`src/rtl/char_input_queue.sv`:
```
// char_input_queue
// Upstream feeder for the 7-segment animator. Synchronises the asynchronous
// character pins, converts each rising edge of the "available" strobe into a
// single push, buffers the codes in a small FIFO and presents them one at a
// time over a valid/ready handshake.
//
// Optional feature (macro CHAR_QUEUE_OVERWRITE_EN):
//   defined   - a push while full (no pop) overwrites the oldest entry
//   undefined - a push while full is dropped
//   In both builds the sticky overflow flag is set.
//
// Ports:
//   clk        system clock
//   rst_n      asynchronous active-low reset
//   ena        block enable; low freezes all queue state
//   strobe_in  async "char available" pin; rising edge requests one push
//   char_in    async character code, stable around the strobe edge
//   out_ready  consumer accepts the head entry this cycle
//   out_valid  head entry valid (queue not empty)
//   out_char   head entry code (combinational read of the head slot)
//   full       occupancy == DEPTH
//   empty      occupancy == 0
//   count      occupancy
//   overflow   sticky: a push arrived while full
module char_input_queue #(
    parameter int unsigned DEPTH       = 4,
    parameter int unsigned CHAR_W      = 7,
    parameter int unsigned SYNC_STAGES = 2
) (
    input  logic                     clk,
    input  logic                     rst_n,
    input  logic                     ena,
    input  logic                     strobe_in,
    input  logic [CHAR_W-1:0]        char_in,
    input  logic                     out_ready,
    output logic                     out_valid,
    output logic [CHAR_W-1:0]        out_char,
    output logic                     full,
    output logic                     empty,
    output logic [$clog2(DEPTH):0]   count,
    output logic                     overflow
);

    localparam int unsigned PTR_W = $clog2(DEPTH);
    localparam int unsigned CNT_W = PTR_W + 1;

    logic [SYNC_STAGES-1:0] s_sync;
    logic [CHAR_W-1:0]      d_sync [SYNC_STAGES];
    logic                   s_prev;

    logic [CHAR_W-1:0]      mem [DEPTH];
    logic [PTR_W-1:0]       wr_ptr;
    logic [PTR_W-1:0]       rd_ptr;

    logic                   push_c;
    logic                   pop_c;
    logic                   wr_en_c;
    logic [PTR_W-1:0]       wr_ptr_nxt;
    logic [PTR_W-1:0]       rd_ptr_nxt;
    logic [CNT_W-1:0]       count_nxt;
    logic                   overflow_nxt;

    // Strobe synchroniser with a parallel data pipe of equal depth so the
    // code arrives aligned with its strobe.
    always_ff @(posedge clk or negedge rst_n) begin
        if (!rst_n) begin
            s_sync <= '0;
            for (int i = 0; i < int'(SYNC_STAGES); i++) begin
                d_sync[i] <= '0;
            end
        end else begin
            s_sync    <= {s_sync[SYNC_STAGES-2:0], strobe_in};
            d_sync[0] <= char_in;
            for (int i = 1; i < int'(SYNC_STAGES); i++) begin
                d_sync[i] <= d_sync[i-1];
            end
        end
    end

    // Edge register only advances while enabled, so an edge completed during
    // ena=0 is still detected once ena returns.
    always_ff @(posedge clk or negedge rst_n) begin
        if (!rst_n) begin
            s_prev <= 1'b0;
        end else if (ena) begin
            s_prev <= s_sync[SYNC_STAGES-1];
        end
    end

    assign push_c = ena & s_sync[SYNC_STAGES-1] & ~s_prev;
    assign pop_c  = ena & out_valid & out_ready;

    // Next-state for pointers, occupancy and overflow.
    always_comb begin
        wr_en_c      = 1'b0;
        wr_ptr_nxt   = wr_ptr;
        rd_ptr_nxt   = rd_ptr;
        count_nxt    = count;
        overflow_nxt = overflow;
        if (push_c && pop_c) begin
            wr_en_c    = 1'b1;
            wr_ptr_nxt = wr_ptr + PTR_W'(1);
            rd_ptr_nxt = rd_ptr + PTR_W'(1);
        end else if (push_c && !full) begin
            wr_en_c    = 1'b1;
            wr_ptr_nxt = wr_ptr + PTR_W'(1);
            count_nxt  = count + CNT_W'(1);
        end else if (push_c) begin
            overflow_nxt = 1'b1;
`ifdef CHAR_QUEUE_OVERWRITE_EN
            // Keep the newest DEPTH characters: replace the oldest one.
            wr_en_c    = 1'b1;
            wr_ptr_nxt = wr_ptr + PTR_W'(1);
            rd_ptr_nxt = rd_ptr + PTR_W'(1);
`endif
        end else if (pop_c) begin
            rd_ptr_nxt = rd_ptr + PTR_W'(1);
            count_nxt  = count - CNT_W'(1);
        end
    end

    // Queue state and registered status flags.
    always_ff @(posedge clk or negedge rst_n) begin
        if (!rst_n) begin
            wr_ptr    <= '0;
            rd_ptr    <= '0;
            count     <= '0;
            overflow  <= 1'b0;
            full      <= 1'b0;
            empty     <= 1'b1;
            out_valid <= 1'b0;
        end else begin
            wr_ptr    <= wr_ptr_nxt;
            rd_ptr    <= rd_ptr_nxt;
            count     <= count_nxt;
            overflow  <= overflow_nxt;
            full      <= (count_nxt == CNT_W'(DEPTH));
            empty     <= (count_nxt == '0);
            out_valid <= (count_nxt != '0);
        end
    end

    // Storage is not reset; contents are don't-care while out_valid is low.
    always_ff @(posedge clk) begin
        if (wr_en_c) begin
            mem[wr_ptr] <= d_sync[SYNC_STAGES-1];
        end
    end

    assign out_char = mem[rd_ptr];

endmodule

```
`config.mk`:
```
export PLATFORM = sky130hd
export DESIGN_NAME = char_input_queue
export DESIGN_NICKNAME = d
export VERILOG_FILES = /design/src/rtl/char_input_queue.sv
export SDC_FILE = /design/constraint.sdc
export NUM_CORES = 1
export LEC_CHECK = 0
export ABC_AREA = 1
export CORE_AREA = 2 2 64 66
export DETAILED_ROUTE_END_ITERATION = 8
export DIE_AREA = 0 0 66 68
export PLACE_DENSITY = 0.8
export SLEW_MARGIN = 20
export SYNTH_ARGS = -nofsm -noshare
export SYNTH_HDL_FRONTEND = slang
export SYNTH_SLANG_ARGS = --single-unit
```
`constraint.sdc`:
```
create_clock -name clk -period 2.3 [get_ports clk]
set_input_delay 0.345 -clock clk [delete_from_list [all_inputs] [get_ports clk]]
set_output_delay 0.345 -clock clk [all_outputs]
set_load 0.01 [all_outputs]
```
==> metrics.md <==
| Metric | Value |
|---|---|
| Post-CTS Setup Inserts | `0` |
| Total grt overflow | `0` |
| Worst path top cell family by delay | `buffers and inverters` |
| Seq/Total Area, Yosys | `72.6%` |
| Top cells by count, synth | `edfxtp_1 (28), dfrtp_1 (27), nor2_1 (25)` |
| Initial antenna violation count | `0` |
| Layout Skew | `0.00758 ns` |
| Hpwl dp | `2.40 mm` |
| Detailed Route WL | `3.53 mm` |
| Initial DRC count | `87` |
| First-pass GRT wire length | `5.69 mm` |
| Worst EP required | `1.96 ns` |
| Die H | `68 µm` |
| Synth warn | `0` |
| DR pass1 iterations | `4` |
| Async set-reset flop share out of synthesis | `50.0%` |
| Longest Clk Path Bufs | `2` |
| RePlAce Congestion | `0.813` |
| Fmax | `469 MHz` |
| Hold endpoint | `d_sync[5]` |
| Power per cell area | `1090 nW/µm²` |
| Post-layout util | `66.3%` |
| Fin worst setup slack | `0.167 ns` |
| CTS root buf | `clkbuf_8` |
| FF+latch count, synth | `56` |
| Largest net degree at the start of global routing | `29` |
| CP startpoint kind | `flip-flop` |
| Worst-path clk slew | `0.09 ns` |
| WP buf/inv | `2` |
| Antenna Cells | `0` |
| VDD IR max | `0.555 mV` |
| Cell Chain, Critical Path | `clkinvlp_4 -> o21ai_0 -> o22ai_1 -> clkdlybuf4s50_1` |
| Final std cells w/o fill | `247` |
| Main flop type after synthesis | `edfxtp_1` |
| Final Max Tran Viols | `0` |
| Flop2flop setup slack | `0.83 ns` |
| # port buffers | `25` |
| Hold path depth | `0` |
| EDFF count, synth | `28` |
| Area of the multi-input gates | `505 µm²` |
| Clk Latency, worst-skew pair | `0.30 ns` |
| Total core area | `3860 µm²` |
| CTS buffer count | `5` |
| Place WS | `0.419 ns` |
| Clk sinks | `56` |
| Max incr delay on CP | `0.48 ns` |
| Synth cell types | `23` |
| CTS tree | `done` |
| Antenna-violating nets left | `0` |
| Critical path capture point type | `primary output` |
| Syn_area_per_cell | `13.2 µm²` |
| Max cap viols | `0` |
| Share of cells above drive strength 1 | `14.2%` |
| Initial Utilization | `55.1%` |
| Final worst-path cycle share | `92.8%` |
| Post-route DRC | `0` |
| Hold_sp | `d_sync[12]` |
| Setup violations, final | `0` |
| Reg-to-reg endpoint | `full` |
| Worst slew margin | `76.3%` |
| Fillers | `282` |
| Slowest library cell on the worst path | `clkdlybuf4s50_1` |
| Placed cells | `239` |
| WL per Instance | `14.3 µm` |
| Reg2reg path depth | `8` |
| Top-count cell post-synth | `edfxtp_1` |
| H-tree levels | `2` |
| Slew @ Worst Pin | `0.355 ns` |
| Die ar. | `4490 µm²` |
| Seq. cell area | `1540 µm²` |
| Synth top area share | `39.6%` |
| Number of top-level pins | `26` |
| Via count of the routed design | `1252` |
| Hold Fails Final Rpt | `0` |
| Worst EP arrival | `1.79 ns` |
| Post-synthesis cell area | `2120 µm²` |
| Cells after Synth | `161` |
| Top cells by area, synth | `edfxtp_1 (40%), dfrtp_1 (32%), nor2_1 (4.4%)` |
| Post-synth top area cell | `edfxtp_1` |
| Final min period | `2.13 ns` |
| Std cell rows | `23` |
| Synthesis-to-layout area growth | `20.4%` |
| Leakage | `0.00103 µW` |
| Critical R2R Launch | `out_valid` |
| Post-synthesis net count | `179` |
| Worst-path fanout max | `16` |
| CP Class | `reg -> out` |
| Worst hold path class | `reg -> reg` |
| GRT Total Usage | `17.4%` |
| RSZ-0062 raised after global routing | `no` |
| Total negative slack | `0 ns` |
| Vias in the first global route | `1253` |
| Hold buffers post-CTS | `0` |
| Total Nets Final | `214` |
| Status | `completed` |
| Die width | `66 µm` |
| Post-DR vias/cell | `5.07` |
[sequential cells by signal, indices dropped and copies added, names as in the netlist]
register,count
mem,28
d_sync,14
count,3
rd_ptr,2
s_sync,2
wr_ptr,2
empty,1
full,1
out_valid,1
overflow,1
s_prev,1
[power breakdown]
group | switching [µW] | total (µW) | leakage [µW] | internal [µW]
clock network | 289 | 501 | 0.0000388 | 212
logic | 522 | 980 | 0.000419 | 458
registers | 111 | 1300 | 0.000574 | 1190
total | 923 | 2780 | 0.00103 | 1860
[logic make-up after synthesis]
group,after synthesis,share of synthesized area (%)
flip-flops,56,72.6
AND/OR/NAND/NOR,51,12.1
AO/OA/AOI/OAI,25,6.95
buffers and inverters,20,3.59
adder cells (fa/ha/maj),6,3.53
XOR/XNOR,3,1.24
[how the worst max path moves through the flow]
stage	start	end	slack, ns	cells after the start
after floorplan	out_valid	mem[0][0]	0.89	4
after global placement	ena	mem[0][0]	0.45	6
after detailed placement	rd_ptr[0]	out_char[5]	0.42	4
after CTS	rd_ptr[0]	out_char[5]	0.08	4
after global routing	rd_ptr[0]	out_char[5]	0.02	4
final	rd_ptr[0]	out_char[4]	0.17	4
[area by class of cell]
cell class,instances,area share (%)
Sequential cell,56,60.3
Multi-Input combinational cell,85,19.8
Timing Repair Buffer,31,11.5
Clock buffer,6,2.84
Inverter,17,2.64
Tap cell,50,2.45
Clock inverter,2,0.440
[per-layer routing]
layer  part of all wire [%]  global-route usage [%]
met1                     42                    22.3
met2                     53                    29.2
met3                    3.9                    4.61
met4                    1.1                    6.12
met5                      0                       0
[cells in the final DEF (no fill, tap or decap), drive strengths merged, types with 2 or more instances in the layout]
master         synthesis  routed
nand3                  6       6
nor2                  27      27
o21ai                 16      16
nand4                  2       2
nand2                 15      15
ha                     6       6
edfxtp                28      28
clkdlybuf4s50          0      25
o22ai                  7       7
inv                   17      16
dfrtp                 27      27
xor2                   3       3
clkbuf                 2       6
buf                    1       6
clkinvlp               0       2
[timing repair]
| item | in CTS | in global routing |
|---|---|---|
| resized for setup | 0 | 2 |
| setup endpoints to repair | 0 | 7 |
| hold endpoints to repair | 0 | 0 |
[per-stage QoR]
step                      power, µW  hold WS (ns)  cell area (µm²)
after floorplan                1840        0.0494             2120
after global placement         2230         0.332             2470
after detailed placement       2290         0.336             2470
after CTS                      2790         0.356             2550
after global routing           2960         0.358             2560
final                          2780         0.354             2560
[worst register-to-register path, cell delays in order, from the launching register on]
cell and delay, ns:
dfrtp_1 0.42, nand2_1 0.12, inv_1 0.10, o21ai_4 0.24, nand2_1 0.10, nor2_1 0.22, nor2_4 0.07, nand2_2 0.08
nor2_1 0.04
Note: power is estimated with default switching activity, not from simulation.
